**config.mk**
```make
export PLATFORM = sky130hd
export DESIGN_NAME = palette_fade_lut
export DESIGN_NICKNAME = d
export VERILOG_FILES = /design/src/rtl/palette_fade_lut.sv
export SDC_FILE = /design/constraint.sdc
export NUM_CORES = 1
export LEC_CHECK = 0
export ABC_AREA = 1
export BUFFER_PORTS_ARGS = -buffer_cell sky130_fd_sc_hd__buf_2
export CORE_MARGIN = 1.5
export CORE_UTILIZATION = 55
export CTS_CLUSTER_DIAMETER = 100
export DETAILED_ROUTE_END_ITERATION = 6
export GPL_ROUTABILITY_DRIVEN = 1
export PLACE_DENSITY = 0.81
export SETUP_SLACK_MARGIN = 0.3
export SLEW_MARGIN = 5
export SYNTH_ARGS = -nofsm -noshare
export SYNTH_HDL_FRONTEND = slang
export SYNTH_SLANG_ARGS = --single-unit
```
**constraint.sdc**
```tcl
create_clock -name clk -period 3.65 [get_ports clk]
set_input_delay 0.365 -clock clk [delete_from_list [all_inputs] [get_ports clk]]
set_output_delay 0.365 -clock clk [all_outputs]
set_load 0.005 [all_outputs]
```
**src/rtl/palette_fade_lut.sv**
```systemverilog
// ============================================================================
// Module      : palette_fade_lut
// Description : Programmable multi-bank colour palette with per-frame
//               brightness fade. Maps a pixel index to 4:4:4 RGB through a
//               writable table of NUM_PAL banks. The active bank changes only
//               on frame_start. A fade engine scales all colours by a level
//               that steps once per frame_start.
// Revision    : 1.0 - initial release
// ----------------------------------------------------------------------------
// Ports
//   clk            in   pixel clock
//   reset          in   asynchronous, active-high
//   pix_valid_in   in   pix_idx valid this cycle
//   pix_idx        in   colour index to look up
//   pal_sel        in   requested bank, sampled only on frame_start
//   frame_start    in   one-cycle pulse at start of vertical blank
//   wr_en          in   table write strobe
//   wr_pal/wr_idx  in   bank / entry to write
//   wr_rgb         in   {r,g,b} to write
//   fade_cmd       in   00 none, 01 fade out, 10 fade in, 11 none
//   transparent    out  looked-up index == TRANSP_IDX (optional)
//   fade_busy      out  fade in progress
//   pix_valid_out  out  red/green/blue valid (2 cycles after pix_valid_in)
//   red/green/blue out  scaled colour
// Configuration
//   PALETTE_TRANSPARENT_EN : adds parameter TRANSP_IDX and output transparent
// ============================================================================
`default_nettype none

module palette_fade_lut #(
    parameter int IDX_W      = 4,
    parameter int NUM_PAL    = 4,
    parameter int CH_W       = 4,
    parameter int LVL_W      = 4,
    parameter int STEP       = 4,
`ifdef PALETTE_TRANSPARENT_EN
    parameter int TRANSP_IDX = 0,
`endif
    localparam int PAL_W     = (NUM_PAL > 1) ? $clog2(NUM_PAL) : 1
) (
    input  logic                clk,
    input  logic                reset,
    input  logic                pix_valid_in,
    input  logic [IDX_W-1:0]    pix_idx,
    input  logic [PAL_W-1:0]    pal_sel,
    input  logic                frame_start,
    input  logic                wr_en,
    input  logic [PAL_W-1:0]    wr_pal,
    input  logic [IDX_W-1:0]    wr_idx,
    input  logic [3*CH_W-1:0]   wr_rgb,
    input  logic [1:0]          fade_cmd,
`ifdef PALETTE_TRANSPARENT_EN
    output logic                transparent,
`endif
    output logic                fade_busy,
    output logic                pix_valid_out,
    output logic [CH_W-1:0]     red,
    output logic [CH_W-1:0]     green,
    output logic [CH_W-1:0]     blue
);

    localparam int RGB_W  = 3 * CH_W;
    localparam int ADDR_W = PAL_W + IDX_W;
    localparam int DEPTH  = 2 ** ADDR_W;
    localparam int PROD_W = CH_W + LVL_W + 1;

    localparam logic [LVL_W:0] FULL_LVL = (LVL_W + 1)'(2 ** LVL_W);
    localparam logic [LVL_W:0] STEP_LVL = (LVL_W + 1)'(STEP);

    // ------------------------------------------------------------------
    // Palette table. Contents are not touched by reset; they power up zero.
    // ------------------------------------------------------------------
    logic [RGB_W-1:0] pal_mem [DEPTH] = '{default: '0};
    logic [RGB_W-1:0] rd_rgb;
    logic [PAL_W-1:0] active_bank;

    // Read and write share one process so a same-address collision returns
    // the entry as it was before this cycle's write.
    always_ff @(posedge clk) begin
        if (wr_en) begin
            pal_mem[{wr_pal, wr_idx}] <= wr_rgb;
        end
        rd_rgb <= pal_mem[{active_bank, pix_idx}];
    end

    // Bank select: lookups in the frame_start cycle still see the old bank
    // because the read above samples active_bank before this update lands.
    always_ff @(posedge clk or posedge reset) begin
        if (reset) begin
            active_bank <= '0;
        end else if (frame_start && (int'(pal_sel) < NUM_PAL)) begin
            active_bank <= pal_sel;
        end
    end

    // ------------------------------------------------------------------
    // Fade engine
    // ------------------------------------------------------------------
    typedef enum logic [1:0] {
        IDLE     = 2'd0,
        FADE_OUT = 2'd1,
        FADE_IN  = 2'd2
    } fade_state_t;

    fade_state_t      state, state_next;
    logic [LVL_W:0]   lvl, lvl_next;
    logic [LVL_W:0]   lvl_dn;
    logic [LVL_W+1:0] lvl_sum;
    logic [LVL_W:0]   lvl_up;

    always_ff @(posedge clk or posedge reset) begin
        if (reset) begin
            state <= IDLE;
            lvl   <= FULL_LVL;
        end else begin
            state <= state_next;
            lvl   <= lvl_next;
        end
    end

    always_comb begin
        state_next = state;
        lvl_next   = lvl;
        fade_busy  = 1'b0;

        // Saturating step in each direction.
        lvl_dn  = (lvl > STEP_LVL) ? (lvl - STEP_LVL) : '0;
        lvl_sum = {1'b0, lvl} + {1'b0, STEP_LVL};
        lvl_up  = (lvl_sum >= {1'b0, FULL_LVL}) ? FULL_LVL : lvl_sum[LVL_W:0];

        case (state)
            IDLE: begin
                if (fade_cmd == 2'b01) begin
                    state_next = FADE_OUT;
                end else if (fade_cmd == 2'b10) begin
                    state_next = FADE_IN;
                end
            end
            FADE_OUT: begin
                fade_busy = 1'b1;
                if (frame_start) begin
                    lvl_next = lvl_dn;
                    if (lvl_dn == '0) begin
                        state_next = IDLE;
                    end
                end
            end
            FADE_IN: begin
                fade_busy = 1'b1;
                if (frame_start) begin
                    lvl_next = lvl_up;
                    if (lvl_up == FULL_LVL) begin
                        state_next = IDLE;
                    end
                end
            end
            default: begin
                state_next = IDLE;
            end
        endcase
    end

    // ------------------------------------------------------------------
    // Output pipeline
    // ------------------------------------------------------------------
    // (ch * lvl) >> LVL_W, truncating; lvl == FULL reproduces ch exactly.
    function automatic logic [CH_W-1:0] scale_ch(input logic [CH_W-1:0]  ch,
                                                 input logic [LVL_W:0]   l);
        logic [PROD_W-1:0] prod;
        prod = PROD_W'(ch) * PROD_W'(l);
        return CH_W'(prod >> LVL_W);
    endfunction

    logic valid_s1;

    always_ff @(posedge clk or posedge reset) begin
        if (reset) begin
            valid_s1 <= 1'b0;
        end else begin
            valid_s1 <= pix_valid_in;
        end
    end

    always_ff @(posedge clk or posedge reset) begin
        if (reset) begin
            pix_valid_out <= 1'b0;
            red           <= '0;
            green         <= '0;
            blue          <= '0;
        end else begin
            pix_valid_out <= valid_s1;
            // Colour holds its last value while no pixel is flowing.
            if (valid_s1) begin
                red   <= scale_ch(rd_rgb[3*CH_W-1:2*CH_W], lvl);
                green <= scale_ch(rd_rgb[2*CH_W-1:CH_W],   lvl);
                blue  <= scale_ch(rd_rgb[CH_W-1:0],        lvl);
            end
        end
    end

`ifdef PALETTE_TRANSPARENT_EN
    // Transparency depends only on the raw index, not bank or brightness.
    logic [IDX_W-1:0] idx_s1;

    always_ff @(posedge clk or posedge reset) begin
        if (reset) begin
            idx_s1      <= '0;
            transparent <= 1'b0;
        end else begin
            idx_s1      <= pix_idx;
            transparent <= valid_s1 && (idx_s1 == IDX_W'(TRANSP_IDX));
        end
    end
`endif

endmodule

`default_nettype wire
```
After elaboration in Yosys (flattened, before gate mapping)
Memory sizes are Yosys's and may differ from the RTL's. A register that Yosys moved wholly into a read port is not among the register bits. Cells that the tools add are included.

$add $sub $neg: 2. $mul: 3. Div/mod/pow operators: 0. $lt $le $gt $ge: 2. Equality and inequality tests: 10. Shift-type cells: 0. Mux-type cells: 15. Bitwise operators: 0. Reductions and logical operators: 6.

Operators by type and width (count): multiplier 4 x 5 -> 8 bit (3); two-way mux 5 bit (4); two-way mux 2 bit (6); one-hot mux 5 bit (2 select lines) (1); inequality test 2 bit (second input constant) (4); adder 5 x 3 -> 6 bit (second input constant) (1); greater-or-equal comparator 6 x 5 -> 1 bit (second input constant) (1); one-hot mux 2 bit (3 select lines) (1); == test 5 bit (second input constant) (1); greater-than comparator 5 x 3 -> 1 bit (second input constant) (1); logical NOT 5 bit (1); AND reduction 5 bit (1); subtractor 5 x 3 -> 5 bit (second input constant) (1); == test 2 x 1 -> 1 bit (second input constant) (2); == test 2 bit (second input constant) (2); two-way mux 1 bit (3); inequality test 3 bit (second input constant) (1); AND reduction 3 bit (1); logical NOT 2 bit (1); nonzero test 2 bit (1); OR reduction 2 bit (1).

Flip-flop bits (word level): 23. Latch bits: 0. Bits in writable memories: 768. Memory bits (read-only): 0. Input bits: 31. Output and inout bits: 14. Memories: 1.

Memory list: pal_mem (depth 64, bits a word 12, rd ports 1, clocked after memory_dff 1, write ports 1, RTL line 73) `logic [RGB_W-1:0] pal_mem [DEPTH] = '{default: '0};`.

Logic depth before layout (Yosys ltp)
Gate-level depths: netlist (run 1).

Word-level depth: 7. Gate-level depth with buffers: 16. Gate-level depth less buffers: 14.

Worst setup path after synthesis (run 1)
No wires, ideal clock.

Kind: flip-flop to flip-flop. From: register lvl[4]. To: register green[3]. Library setup time: 118 ps. Arrival time: 2757 ps. Required time: 3532 ps. Path slack: 775 ps. Stages on the path, launching flop included: 14. Clock period less this slack: 2875 ps. Cell sequence: dfstp_2 > buf_2 > buf_1 > nand2_1 > fa_1 > inv_1 > ha_1 > ha_1 > nand2_1 > a21oi_1 > a211oi_1 > nand3_1 > nand3_1 > nand2_1.

Longest elaborated chain between the ends: 1.

RTL lines: from (decl) (RTL line 106) `logic [LVL_W:0] lvl, lvl_next;`; from (signal assigned) (RTL line 117) `lvl <= lvl_next;`; multiplier 4 x 5 -> 8 bit (RTL line 170) `prod = PROD_W'(ch) * PROD_W'(l);`; to (signal assigned) (RTL line 195) `green <= scale_ch(rd_rgb[2*CH_W-1:CH_W], lvl);`; to (decl) (RTL line 58) `output logic [CH_W-1:0] green,`.

Every way passes these cells. A chain may end at the register's enable or synchronous reset.

Final worst setup path (run 1)
From: register lvl[2]. To: register green[1].

The elaborated chain is that of the path after synthesis.

==> results.py, run 1 <==
metrics = {
    "status": {
        "status": "complete, no violations",
    },
    "floorplan": {
        "die_height_um": 252,
        "initial_core_util": 0.556,
        "ios": 45,
        "row_count": 91,
        "core_area_um2": 61600,
        "fp.dieArea_um2": 63800,
        "die_w_um": 252,
    },
    "routing": {
        "final_antenna_net_count": 0,
        "route.detailed.drc": 0,
        "num_vias": 23400,
        "drt_iter0_drc": 3066,
        "wl_per_cell_um": 20.8,
        "drtPass1Iterations": 7,
        "avgViaCountPerCell": 5.86,
        "drt-total-wl_mm": 82.8,
    },
    "setup_path": {
        "path_cells": "nand2_1 > fa_1 > inv_1 > fa_1 > ha_1 > inv_1 > o21bai_1 > nand2_1 > nand2_1 > nand2_1 > nand3_1 > nand2_1",
        "crit_buf_inv": 2,
        "crit_fanout": 19,
        "path_delay_family": "adder cells",
        "crit_type": "flip-flop to flip-flop",
        "slowest_stage": "dfrtp_1",
        "worstPathArrival_ps": 3540,
        "crit_path_start_kind": "flip-flop",
        "cp.required_ps": 4180,
        "critPathMaxStageDelay_ps": 720,
        "cp_common_cell": "nand2_1",
        "endpoint_kind": "flip-flop",
    },
    "final_layout": {
        "num-fill-cells": 4461,
        "final_common_cell": "nand2_1",
        "multi_input_area_um2": 8940,
        "final_cell_mix": "nand2_1, edfxtp_1, nand3_1",
        "drive_above_1_share": 0.0867,
        "layoutNonFillerInstCount": 3989,
        "seq_area_um2": 23900,
        "syn_to_final_growth_pct": 11.1,
        "final_core_util": 0.618,
        "layout.nets": 3159,
    },
    "global_routing": {
        "overflow": 0,
        "grtUsageTotal": 0.261,
        "antenna_found_initial": 6,
        "grt_max_degree": 169,
        "grt_pass1_wl_mm": 127,
        "first_global_vias": 22500,
    },
    "cts": {
        "ctsResizeCount": 0,
        "cts_root_buffer": "clkbuf_16",
        "clk_path_buf_depth": 3,
        "cts_setup_buffers": 0,
        "cts_tree": "yes",
        "cts_sinks": 803,
        "cts_buffers": 80,
        "cts_max_level": 3,
        "clkTransAtPathRegs_ps": 60,
        "worstSkewPairLatency_ps": 650,
    },
    "sta": {
        "min_period_ps": 3020,
        "min_period_over_period": 0.827,
        "tns_ps": 0,
        "slew_headroom": 0.227,
        "rsz0062_at_grt": "false",
        "fin_skew_ps": 23.9,
        "slew_violations": 0,
        "setup_viol": 0,
        "hold_viol": 0,
        "fmax_mhz": 331,
        "worstMarginPinSlew_ps": 1160,
    },
    "yosys": {
        "synthTopCellsByArea": "edfxtp_1, nand2_1, nand3_1",
        "synth_top_cell_area_share": 0.674,
        "avgSynthCellArea_um2": 11.3,
        "synth_top_family_by_area": "simple AND/OR/NAND/NOR gates",
        "ys_warn_count": 0,
        "syn_nets": 3107,
        "netlist_instances": 3027,
        "synth-simple-area-share": 0.232,
        "synth_fa_ha_area_frac": 0.0212,
        "synth_mux_area_frac": 0,
        "synth_compound_area_frac": 0.00479,
        "synth_top_area_cell": "edfxtp_1",
        "yosysSeqAreaShare": 0.697,
        "synthesis.area_um2": 34200,
        "ys_seq_elements": 803,
        "synth-xor-area-share": 0.00205,
        "synth_cell_type_count": 33,
    },
    "hold_path": {
        "hold_path_class": "input port to flip-flop",
    },
    "pwr": {
        "p_per_area_nw_per_um2": 545,
        "max-vdd-ir-drop_mv": 0.435,
        "cellLeakagePower_nw": 14.5,
    },
    "placement": {
        "dp_hpwl_mm": 46.4,
        "finalWeightedCongestion": 0.920,
        "port_buffers": 44,
        "post-place-cells": 3831,
    },
    "flow_run": {
        "max_cap_violations": 0,
    },
}
## through the flow
stage / hold WS, ps / power (W) / worst slack (ps) / cell area [um^2]
floorplan: 366 / 0.0120 / 775 / 34200
global placement: 458 / 0.0126 / 703 / 35400
detailed placement: 460 / 0.0127 / 652 / 35400
CTS: 11.6 / 0.0208 / 641 / 38000
global route: 20.8 / 0.0214 / 369 / 38000
finish: 24.6 / 0.0207 / 633 / 38100
## path summary, 6_finish.rpt
| path | from | end | slack [ps] | cells after the start |
|---|---|---|---|---|
| worst max register to register | lvl[2] | green[1] | 630 | 12 |
| max in group asynchronous | reset | active_bank[1] | 2510 | 3 |
| min in group asynchronous | reset | blue[2] | 510 | 3 |
| worst min register to register | green[1] | green[1] | 470 | 2 |
| worst max-delay path | lvl[2] | green[1] | 630 | 12 |
| worst min-delay path | pal_sel[0] | active_bank[0] | 20 | 3 |
## Yosys cell counts
| cell type | count |
|---|---|
| o21a_1 | 1 |
| dfstp_2 | 1 |
| nand4_1 | 13 |
| dfrtp_1 | 22 |
| buf_8 | 2 |
| fa_1 | 15 |
| buf_2 | 95 |
| a211oi_1 | 2 |
| a21oi_1 | 8 |
| nand2_1 | 1098 |
| buf_4 | 14 |
| buf_6 | 35 |
| o31ai_1 | 1 |
| inv_2 | 2 |
| inv_1 | 87 |
| buf_1 | 9 |
| nand3_1 | 674 |
| inv_8 | 1 |
| nor2_1 | 71 |
| edfxtp_1 | 768 |
| o211ai_1 | 1 |
| nor3_1 | 3 |
| dfxtp_1 | 12 |
| nand2b_1 | 2 |
| o21bai_1 | 2 |
| ha_1 | 34 |
| xor2_1 | 6 |
| nand3b_1 | 1 |
| nor4_1 | 8 |
| clkbuf_1 | 23 |
| o21ai_0 | 13 |
| xnor2_1 | 2 |
| o22ai_1 | 1 |
## report_power, final
group	internal, W	switching, W	total [W]
clock	0.00470	0.00353	0.00823
sequential	0.0103	0.000165	0.0104
combinational	0.000658	0.00142	0.00208
## routing by layer
| layer | routed length (um) | vias up | global-route usage |
|---|---|---|---|
| li1 | - | 10600 | - |
| met1 | 30900 | 11100 | 0.352 |
| met2 | 39000 | 1439 | 0.417 |
| met3 | 9750 | 222 | 0.0549 |
| met4 | 3130 | 2 | 0.107 |
| met5 | 18 | - | 0 |
## cell type report
cell class	instances	area share
repair buffers	148	0.0306
multi-input cells	1956	0.235
clock buffers	95	0.0547
clock inverters	55	0.0151
well taps	837	0.0275
inverters	90	0.00934
flip-flops and latches	803	0.628
diodes	5	0.000329
## cell families (layout without fill, tap and decap cells)
family	Yosys count	after routing
and+or+nand+nor	1870	1870
AOI/OAI and AO/OA	29	29
adders and majority gates	49	49
DFF	803	803
buffers and inverters	268	388
xor gates and xnor gates	8	8
other	0	5
## timing repair
| action | 4_1_cts | 5_1_grt |
|---|---|---|
| hold buffers | 3 | 0 |
| endpoints found under the hold margin | 24 | 0 |
| setup endpoints to repair | 0 | 0 |
## flip-flops by register name, indices dropped and copies added, names as in the netlist
register,count
rd_rgb,12
valid_s1,1
state,2
red,4
lvl,5
blue,4
pal_mem,768
pix_valid_out,1
active_bank,2
green,4
## tightest hold or removal path, stage by stage
cell and delay, ps:
buf_2 120, nand2_1 50, o21ai_0 80
No activity file was read; power rests on OpenSTA's default activity.
==> run 2: changes to the inputs <==
==> constraint.sdc (replaced) <==
create_clock -name clk -period 2.8 [get_ports clk]
set_input_delay 0.28 -clock clk [delete_from_list [all_inputs] [get_ports clk]]
set_output_delay 0.28 -clock clk [all_outputs]
set_load 0.005 [all_outputs]
==> run 2 against run 1 <==
  * First-iteration DRC count fell by 4.7%
  * Largest power group unchanged
  * Utilization rose by 0.64 points
  * Die area did not move
  * Maximum frequency rose by 14%
  * Via count rose by 0.21%
  * Combinational power rose by 51%
  * Register-to-register slack got worse by 470 ps
  * Non-clock buffer count rose by 37
  * Setup slack got worse by 470 ps
  * Power rose by 31%
  * Flip-flop and latch count did not move
  * Clock power rose by 28%
==> results.py, run 2 (synthesis gave the netlist of run 1 again) <==
metrics = {
    "status": {
        "status": "complete, no violations",
    },
    "floorplan": {
        "die_height_um": 252,
        "die_w_um": 252,
        "initial_core_util": 0.556,
        "fp.dieArea_um2": 63800,
        "row_count": 91,
        "core_area_um2": 61600,
        "ios": 45,
    },
    "final_layout": {
        "final_cell_mix": "nand2_1, edfxtp_1, nand3_1",
        "largest_reg_flops": 768,
        "top_regs": "pal_mem (768), rd_rgb (12), lvl (5)",
        "final_common_cell": "nand2_1",
        "layout.nets": 3197,
        "final_core_util": 0.624,
        "syn_to_final_growth_pct": 12.3,
        "drive_above_1_share": 0.107,
        "regMostFlops": "pal_mem",
        "num-fill-cells": 4405,
    },
    "cts": {
        "clk_path_buf_depth": 3,
        "clkTransAtPathRegs_ps": 70,
        "cts_buffers": 81,
        "cts_sinks": 803,
        "cts_root_buffer": "clkbuf_16",
        "cts_max_level": 3,
        "cts_tree": "yes",
        "worstSkewPairLatency_ps": 650,
    },
    "routing": {
        "final_antenna_net_count": 0,
        "num_vias": 23400,
        "wl_per_cell_um": 21.0,
        "drtPass1Iterations": 7,
        "route.detailed.drc": 0,
        "drt_iter0_drc": 2923,
        "avgViaCountPerCell": 5.84,
        "drt-total-wl_mm": 84.3,
    },
    "setup_path": {
        "r2r_slack_ps": 160,
        "crit_path_start_kind": "flip-flop",
        "path_cells": "buf_2 > nand2_1 > fa_1 > inv_1 > ha_1 > ha_1 > nand2_1 > o21a_1 > a21oi_1 > nand3b_1 > nand2_1",
        "crit_fanout": 7,
        "endpoint_kind": "flip-flop",
        "critPathMaxStageDelay_ps": 480,
        "slowest_stage": "fa_1",
        "cp_common_cell": "nand2_1",
        "crit_type": "flip-flop to flip-flop",
        "cp.required_ps": 3310,
        "worstPathArrival_ps": 3150,
    },
    "global_routing": {
        "gr-usage-met2": 0.428,
        "grtUsageTotal": 0.265,
        "first_global_vias": 22900,
        "grt_max_degree": 116,
        "grtUsageMet1": 0.342,
        "grt_util_met3": 0.0628,
        "overflow": 0,
        "grt_pass1_wl_mm": 129,
        "antenna_found_initial": 8,
        "busiest_layer": "met2",
    },
    "pwr": {
        "p_per_area_nw_per_um2": 707,
        "max-vdd-ir-drop_mv": 0.575,
        "cellLeakagePower_nw": 14.6,
    },
    "sta": {
        "setup_viol": 0,
        "hold_viol": 0,
        "slew_headroom": 0.302,
        "fin_skew_ps": 37.4,
        "min_period_ps": 2640,
        "worstMarginPinSlew_ps": 1050,
        "slew_violations": 0,
        "rsz0062_at_grt": "true",
        "fmax_mhz": 379,
        "whs_ps": 16.7,
        "min_period_over_period": 0.942,
        "tns_ps": 0,
    },
    "hold_path": {
        "hold_path_class": "input port to flip-flop",
    },
    "placement": {
        "finalWeightedCongestion": 0.908,
        "dp_hpwl_mm": 47.6,
        "port_buffers": 44,
    },
    "flow_run": {
        "max_cap_violations": 0,
    },
}
-- run 2: timing repair --
action                     in CTS  in global routing
resized for setup              11                 28
pin swaps                       4                 10
hold buffers                    4                  0
setup endpoints to repair      12                 12
hold endpoints to repair       25                  0
buffers inserted               11                  4
-- run 2: area by class of cell --
| class | count | area (um^2) | share of cell area |
|---|---|---|---|
| Inverter | 90 | 359 | 0.00934 |
| Multi-Input combinational cell | 1956 | 9100 | 0.237 |
| Sequential cell | 803 | 23900 | 0.621 |
| Antenna cell | 4 | 10.0 | 0.000260 |
| Clock inverter | 38 | 412 | 0.0107 |
| Tap cell | 837 | 1050 | 0.0272 |
| Clock buffer | 103 | 2130 | 0.0554 |
| Timing Repair Buffer | 185 | 1500 | 0.0391 |
-- run 2: metrics by stage --
stage | instances | instance area (um^2) | power (W) | worst slack (ps)
floorplan | 3027 | 34300 | 0.0157 | 129
global placement | 3852 | 35600 | 0.0165 | 58.5
detailed placement | 3852 | 35600 | 0.0167 | 1.01
CTS | 4008 | 38300 | 0.0271 | 175
global route | 4016 | 38400 | 0.0281 | -1.98
finish | 4016 | 38400 | 0.0272 | 163
-- run 2: path summary, 6_finish.rpt --
path | endpoint | startpoint | cells after the start
max in group asynchronous | lvl[1] | reset | 3
worst max register to register | blue[3] | lvl[2] | 11
min in group asynchronous | active_bank[0] | reset | 3
worst min-delay path | active_bank[0] | frame_start | 2
worst min register to register | red[2] | red[2] | 2
worst max-delay path | blue[3] | lvl[2] | 11
-- run 2: where the power goes --
group          leakage, nW  switching, W  total, W  internal [W]
clock                 1.23       0.00459    0.0105       0.00590
sequential            7.30      0.000164    0.0135        0.0134
combinational         6.11       0.00204   0.00314       0.00109
total                 14.6       0.00679    0.0272        0.0204
-- run 2: worst max-delay path: cells and delay by family, from the launching register on --
family	cells	cell delay, ps
buffers and inverters	2	260
AND/OR/NAND/NOR	4	350
AO/OA/AOI/OAI	2	340
adder cells (fa/ha/maj)	3	1120
flip-flops	1	460
-- run 2: layer usage --
metal | share of wire | up-vias | routed length, um
met5 | 0.00046 | - | 39
met4 | 0.042 | 8 | 3570
met3 | 0.11 | 269 | 9290
met2 | 0.48 | 1345 | 40300
met1 | 0.37 | 11200 | 31100
li1 | - | 10700 | -
